`src/rtl/pattern_run_monitor_pkg.sv`:
```
// Shared types and elaboration helpers for the pattern run monitor.
package prm_pkg;

  typedef enum logic [1:0] {
    IDLE  = 2'd0,
    COUNT = 2'd1,
    ALARM = 2'd2
  } state_t;

  // Width needed to hold a run length of 0..thresh.
  function automatic int rl_w(input int thresh);
    return $clog2(thresh + 1);
  endfunction

endpackage

```
`src/rtl/pattern_run_monitor_if.sv`:
```
// Monitored-bus bundle: sample inputs toward the monitor, alarm status back.
interface pattern_run_monitor_if #(
  parameter int WIDTH = 3,
  parameter int CNT_W = 8,
  parameter int RL_W  = 2
);
  logic             en;
  logic [WIDTH-1:0] Din;
  logic             clr;
  logic             ERR;
  logic [CNT_W-1:0] err_cnt;
  logic [RL_W-1:0]  run_len;

  modport master (output en, Din, clr, input ERR, err_cnt, run_len);
  modport slave  (input en, Din, clr, output ERR, err_cnt, run_len);
endinterface

```
`src/rtl/pattern_run_monitor_sat_counter.sv`:
```
// Saturating up-counter with synchronous clear; holds at all-ones.
module sat_counter #(
  parameter int W = 8
) (
  input  logic         clk,
  input  logic         rst,
  input  logic         clr,
  input  logic         inc,
  output logic [W-1:0] q
);

  always_ff @(posedge clk or posedge rst) begin
    if (rst) begin
      q <= '0;
    end else if (clr) begin
      q <= '0;
    end else if (inc && (q != {W{1'b1}})) begin
      q <= q + 1'b1;
    end
  end

endmodule

```
`src/rtl/pattern_run_monitor.sv`:
```
// Raises ERR when PATTERN is seen on Din for THRESH consecutive enabled samples;
// counts alarm events and exposes the current run length.
module pattern_run_monitor
  import prm_pkg::*;
#(
  parameter int               WIDTH   = 3,
  parameter logic [WIDTH-1:0] PATTERN = {WIDTH{1'b1}},
  parameter int               THRESH  = 3,
  parameter int               CNT_W   = 8,
  parameter bit               STICKY  = 1'b0
) (
  input logic                  clk,
  input logic                  rst,
  pattern_run_monitor_if.slave bus
);

  localparam int              RL_W = rl_w(THRESH);
  localparam logic [RL_W-1:0] LAST = RL_W'(THRESH - 1);

  if (THRESH < 1 || WIDTH < 1) begin : g_param_check
    $error("pattern_run_monitor: THRESH and WIDTH must both be >= 1");
  end

  state_t          state;
  logic [RL_W-1:0] run_q;
  logic            err_q;
  logic            match;
  logic            miss;
  logic            hit;

  assign match = bus.en && (bus.Din == PATTERN);
  assign miss  = bus.en && (bus.Din != PATTERN);
  // The next match completes the run; ALARM itself never re-fires.
  assign hit   = (state != ALARM) && (run_q == LAST);

  // err_q is set on an alarm event; only the non-sticky flavour drops it on a miss.
  always_ff @(posedge clk or posedge rst) begin
    if (rst) begin
      state <= IDLE;
      run_q <= '0;
      err_q <= 1'b0;
    end else if (bus.clr) begin
      state <= IDLE;
      run_q <= '0;
      err_q <= 1'b0;
    end else if (match) begin
      case (state)
        IDLE, COUNT: begin
          run_q <= run_q + 1'b1;
          if (hit) begin
            state <= ALARM;
            err_q <= 1'b1;
          end else begin
            state <= COUNT;
          end
        end
        ALARM:   state <= ALARM;
        default: begin
          state <= IDLE;
          run_q <= '0;
        end
      endcase
    end else if (miss) begin
      state <= IDLE;
      run_q <= '0;
      if (!STICKY) err_q <= 1'b0;
    end
  end

  sat_counter #(.W(CNT_W)) u_evt_cnt (
    .clk (clk),
    .rst (rst),
    .clr (bus.clr),
    .inc (match && hit),
    .q   (bus.err_cnt)
  );

  assign bus.ERR     = err_q;
  assign bus.run_len = run_q;

endmodule
```
`src/flat_wrapper.sv`:
```
// flat-port wrapper written by rule: the top's interface ports become plain ports
module pattern_run_monitor_flat import prm_pkg::*;
#(
  parameter int               WIDTH   = 3,
  parameter logic [WIDTH-1:0] PATTERN = {WIDTH{1'b1}},
  parameter int               THRESH  = 3,
  parameter int               CNT_W   = 8,
  parameter bit               STICKY  = 1'b0
)
  (clk, rst, bus_en, bus_Din, bus_clr, bus_ERR, bus_err_cnt, bus_run_len);
  pattern_run_monitor_if #(.WIDTH(WIDTH), .CNT_W(CNT_W)) bus_i ();
  input logic clk;
  input logic rst;
  input wire logic [$bits(bus_i.en)-1:0] bus_en;
  input wire logic [$bits(bus_i.Din)-1:0] bus_Din;
  input wire logic [$bits(bus_i.clr)-1:0] bus_clr;
  output wire logic [$bits(bus_i.ERR)-1:0] bus_ERR;
  output wire logic [$bits(bus_i.err_cnt)-1:0] bus_err_cnt;
  output wire logic [$bits(bus_i.run_len)-1:0] bus_run_len;
  assign bus_i.en = bus_en;
  assign bus_i.Din = bus_Din;
  assign bus_i.clr = bus_clr;
  assign bus_ERR = bus_i.ERR;
  assign bus_err_cnt = bus_i.err_cnt;
  assign bus_run_len = bus_i.run_len;
  pattern_run_monitor #(.WIDTH(WIDTH), .PATTERN(PATTERN), .THRESH(THRESH), .CNT_W(CNT_W), .STICKY(STICKY)) u_core (.clk(clk), .rst(rst), .bus(bus_i));
endmodule
```
`config.mk`:
```
export PLATFORM = sky130hd
export DESIGN_NAME = pattern_run_monitor_flat
export DESIGN_NICKNAME = d
export VERILOG_FILES = /design/src/rtl/pattern_run_monitor_pkg.sv /design/src/rtl/pattern_run_monitor_if.sv /design/src/rtl/pattern_run_monitor_sat_counter.sv /design/src/rtl/pattern_run_monitor.sv /design/src/flat_wrapper.sv
export SDC_FILE = /design/constraint.sdc
export NUM_CORES = 1
export LEC_CHECK = 0
export ABC_AREA = 1
export BUFFER_PORTS_ARGS = -buffer_cell sky130_fd_sc_hd__buf_2
export CORE_MARGIN = 2
export CORE_UTILIZATION = 46
export CTS_CLUSTER_DIAMETER = 60
export DETAILED_ROUTE_END_ITERATION = 8
export GPL_TIMING_DRIVEN = 0
export PLACE_DENSITY = 0.76
export SLEW_MARGIN = 0
export SYNTH_ARGS = -nofsm -noshare
export SYNTH_HDL_FRONTEND = slang
export SYNTH_SLANG_ARGS = --single-unit
```
`constraint.sdc`:
```
create_clock -name clk -period 1.1 [get_ports clk]
set_input_delay 0.22 -clock clk [delete_from_list [all_inputs] [get_ports clk]]
set_output_delay 0.22 -clock clk [all_outputs]
set_load 0.1 [all_outputs]
```
# Yosys cells after proc, flatten, opt, wreduce, memory -nomap -nowiden
# Index checks and enable logic that the tools add are counted.
word_totals:
  ff_bits: 13
  out_inout_bits: 11
  inputBits: 7
  wordCells: 42
op_classes:
  n_mux: 15
  n_reduce_logical: 11
  n_eq_ne: 10
  addsub: 2
ops:
  columns: ["cell", "n"]
  rows:
  - ["$mux 8", 2]
  - ["$mux 2", 6]
  - ["$ne 3x3->1 const B", 4]
  - ["$add 8x1->8 const B", 1]
  - ["$ne 8x8->1 const B", 1]
  - ["$pmux 2 s2", 2]
  - ["$logic_and 1x1->1", 5]
  - ["$mux 1", 5]
  - ["$eq 2x2->1 const B", 2]
  - ["$eq 3x3->1 const B", 1]
  - ["$reduce_and 3->1", 1]
  - ["$reduce_bool 3->1", 1]
  - ["$add 2x1->2 const B", 1]
  - ["$eq 2x1->1 const B", 1]
  - ["$logic_not 2->1", 1]
  - ["$ne 2x2->1 const B", 1]
  - ["$reduce_and 2->1", 1]
  - ["$reduce_bool 2->1", 1]
  - ["$reduce_or 2->1", 1]

# Depth between registers and ports, before layout
depth:
  depth_word: 6
  ltp_mapped: 9

# Modules after synthesis
# A second synthesis with hierarchy kept.
unflattened:
  hier_cells: 109
  hier_area_um2: 798.3
modules_own_cells:
  columns: ["module", "cells_per_inst", "seq_area_each_um2", "area_each_um2", "n_inst"]
  rows:
  - ["sat_counter", 69, 200.2, 506.7, 1]
  - ["pattern_run_monitor", 40, 125.1, 291.5, 1]

# Worst setup path after synthesis
# No wires, ideal clock.
synth_path:
  path_type: "register to register"
  startpoint: "register u_core.u_evt_cnt.q[0]"
  endpoint: "register u_core.u_evt_cnt.q[4]"
  setup_time_ps: 124
  path_stages_with_launch: 9
  slack_ps: -892
  t_arrival_ps: 1868
  t_required_ps: 976
  path_cell_list: "dfrtp_1 -> ha_1 -> nand2_2 -> nor2_4 -> nand2_2 -> nand2_4 -> nand2_4 -> nand2_1 -> o21ai_1"
synth_via:
  elab_chain_len: 3
synth_rtl:
  columns: ["element", "line", "rtl"]
  rows:
  - ["from (decl)", "pattern_run_monitor_sat_counter.sv:9", "output logic [W-1:0] q"]
  - ["from (signal assigned)", "pattern_run_monitor_sat_counter.sv:18", "q <= q + 1'b1;"]
  - ["$add 8x1->8 or $ne 8x8->1 (tied branches)", "pattern_run_monitor_sat_counter.sv:18, pattern_run_monitor_sat_counter.sv:17", null]
  - ["$mux 8 or $logic_and 1x1->1 (tied branches)", "pattern_run_monitor_sat_counter.sv:17", "end else if (inc && (q != {W{1'b1}})) begin"]
  - ["$mux 8 or $reduce_bool 2->1 (tied branches)", null, null]
# Parallel ways exist; a longest one is shown, timed or not. The select of a mux whose other input is x is not followed.
# A chain may end at the register's enable or synchronous reset.

# Worst setup path in the final report
layout_path:
  startpoint: "register u_core.u_evt_cnt.q[1]"
  endpoint: "output port bus_err_cnt[1]"
layout_rtl:
  columns: ["element", "line", "rtl"]
  rows:
  - ["to (decl)", "flat_wrapper.sv:18", "output wire logic [$bits(bus_i.err_cnt)-1:0] bus_err_cnt;"]
# No word-level cell between the ends.

==> results.toml <==
[critical_path]
slowest_delay_ns = 0.51
path_max_fanout = 4
path_buf_inv = 2
cpMaxStageDelayCell = "dfrtp_4"
crit_type = "reg2out"
worstPathRequired_ns = 0.88
crit_path_start_kind = "flop"
path_cells = "buf_4, buf_12"
crit_family = "flip-flops"
cp-end-kind = "output port"
arrival_ns = 1.10

[sta]
relSlewSlack = 0.656
finalCriticalPeriod_ns = 1.32
finalWorstSetupSlack_ns = -0.221
skew_ns = 0.00215
finalCritPeriodShare = 1.20
rsz0062_at_grt = "yes"
setup_viol = 22
timing.hold.ws_ns = 0.253
hold_viol_final = 0
drv_slew = 0
clock.fmax_ghz = 0.757
worst_pin_slew_ns = 0.515

[floorplan]
dieArea_sq_mm = 0.00208
ios = 18
fp.coreArea_sq_mm = 0.00167
start_util = 0.477
die_w_microns = 45.6
fp-row-count = 15
die_h_microns = 45.6

[power_and_ir_drop]
p_per_area_mw_per_mm2 = 745
pwr-share-clk = 0.326
leakagePower_nw = 0.638
p_sw_frac = 0.283
intPower_uw = 681
combPwrFrac = 0.155
ir_worst_vdd_uv = 570
sequentialPowerShare = 0.519
power.switching_uw = 269

[grt]
gr-usage-all-layers = 0.202
grt_max_degree = 14
grt-ovfl-total = 0
grt_pass1_wl_microns = 2980
grt_pass1_vias = 731
antenna_found_initial = 0

[drt]
wl_per_cell_microns = 12.4
drc = 0
first_iter_violations = 19
num_vias = 785
viasPerCell = 5.03
routed_wirelength_microns = 1930
ant_nets = 0
drt-pass1-iter-count = 4

[min_path]
min_path_type = "in2reg"

[synth]
synth_seq_cells = 13
syn-cell-area_sq_um = 797
synth_warnings = 0
syn_avg_cell_area_sq_um = 7.38
synth_top_family_by_area = "simple AND/OR/NAND/NOR gates"
ys_seq_area_frac = 0.408
yosys-mux-area-fraction = 0
synth-simple-area-share = 0.372
synth-compound-area-share = 0.0644
synth-xor-area-share = 0.0220
synth_cell_type_count = 19
synth_cells = 108
syn_nets = 117
synth_fa_ha_area_frac = 0.0314

[layout]
design_area_sq_mm = 0.00128
n_antenna_cell = 0
drive_gt1_frac = 0.460
syn2layout_area_growth_pct = 60.1
nNetsFinal = 149

[clock_tree]
cts_tree = "yes"
root_buffer = "clkbuf_4"
cts_buffers = 3
clock-sinks = 13
clock_latency_ns = 0.28
clk_pin_slew_ns = 0.08
htree_levels = 1
clock_path_buffers = 2

[placed_design]
dpl-instance-area_sq_um = 965
portBuffers = 16
detailed_place_hpwl_microns = 1230
pre_cts_ws_ns = -0.231
gp_congestion = 0.796

[outcome]
violations = "setup timing"
status = "complete, but fails checks"

[run]
max_cap_violations = 0
-- final timing paths --
check                                                   from                                 to  slack (ns)  cells after the start
setup / recovery           u_core.u_evt_cnt.q[1]$_DFFE_PP0P_                     bus_err_cnt[1]       -0.22                      2
hold / removal                                       bus_clr  u_core.u_evt_cnt.q[3]$_DFFE_PP0P_        0.25                      4
setup reg to reg           u_core.bus.run_len[0]$_DFFE_PP0P_  u_core.u_evt_cnt.q[3]$_DFFE_PP0P_       -0.22                      8
hold reg to reg                   u_core.bus.ERR$_DFFE_PP0P_         u_core.bus.ERR$_DFFE_PP0P_        0.56                      2
max in group asynchronous                                rst  u_core.u_evt_cnt.q[1]$_DFFE_PP0P_        0.21                      3
min in group asynchronous                                rst  u_core.u_evt_cnt.q[3]$_DFFE_PP0P_        0.50                      3
-- power by group through the flow --
stage	sequential, mW	combinational [mW]	clock (mW)
finish	0.493	0.147	0.310
global route	0.494	0.159	0.331
CTS	0.495	0.136	0.315
detailed placement	0.505	0.110	0
global placement	0.504	0.109	0
floorplan	0.540	0.0480	0
-- cells by family after synthesis --
family | Yosys count
compound gates | 9
fa+ha+maj | 2
simple gates | 62
flops | 13
buf+inv | 20
xor+xnor | 2
-- per-layer routing --
layer	track usage	vias to the layer above	wire length, microns
met2	0.363	12	1060
met1	0.228	369	774
met4	0.0882	0	35
met5	0	-	0
met3	0.0357	6	61
li1	-	398	-
-- flip-flops by register name, indices dropped and copies added (netlist names) --
name / count
u_core.state: 2
u_core.u_evt_cnt.q: 8
u_core.bus.ERR: 1
u_core.bus.run_len: 2
-- cell usage after synthesis, drive strengths merged --
cell type	number	area [sq um]
xor2	2	17.5
o21bai	1	7.51
buf	1	7.51
o22ai	3	18.8
ha	2	25.0
inv	19	73.8
nand3	11	60.1
dfrtp	13	325
nor2	13	66.3
nand2	36	160
o21ai	5	25.0
nor3	2	10.0
-- area by class of cell --
| cell class | count | area [sq um] |
|---|---|---|
| Fill cell | 118 | 394 |
| Tap cell | 17 | 21.3 |
| Clock buffer | 4 | 26.3 |
| Timing Repair Buffer | 26 | 314 |
| Inverter | 19 | 78.8 |
| Sequential cell | 13 | 354 |
| Buffer | 1 | 7.51 |
| Multi-Input combinational cell | 76 | 474 |
-- timing repair --
item | 4_1_cts | 5_1_grt
setup buffers | 7 | 2
endpoints found under the setup margin | 20 | 24
pin swaps | 7 | 7
gates resized for setup | 35 | 19
cloned | 1 | 0
hold buffers | 1 | 0
endpoints found under the hold margin | 13 | 0
-- metrics by stage --
step	power, mW	TNS (ns)	cells	utilization
finish	0.950	-2.69	156	0.764
global route	0.984	-3.54	156	0.764
CTS	0.946	-2.72	154	0.709
detailed placement	0.615	-1.42	141	0.578
global placement	0.613	-1.35	141	0.578
floorplan	0.588	-2.87	108	-
-- cells in the final DEF (no fill, tap or decap), drive strengths merged --
cell type | synthesis | routed
buf | 1 | 26
clkbuf | 0 | 4
dfrtp | 13 | 13
dlygate4sd3 | 0 | 1
ha | 2 | 2
inv | 19 | 19
nand2 | 36 | 37
nand3 | 11 | 11
nor2 | 13 | 13
nor3 | 2 | 2
o21ai | 5 | 5
o21bai | 1 | 1
o22ai | 3 | 3
xor2 | 2 | 2
-- tightest hold or removal path, cell delays in order --
cell and delay (ns):
buf_4 0.15, nor2_1 0.06, nand2_1 0.05, nand2_1 0.04
No activity file was read; power rests on OpenSTA's default activity.
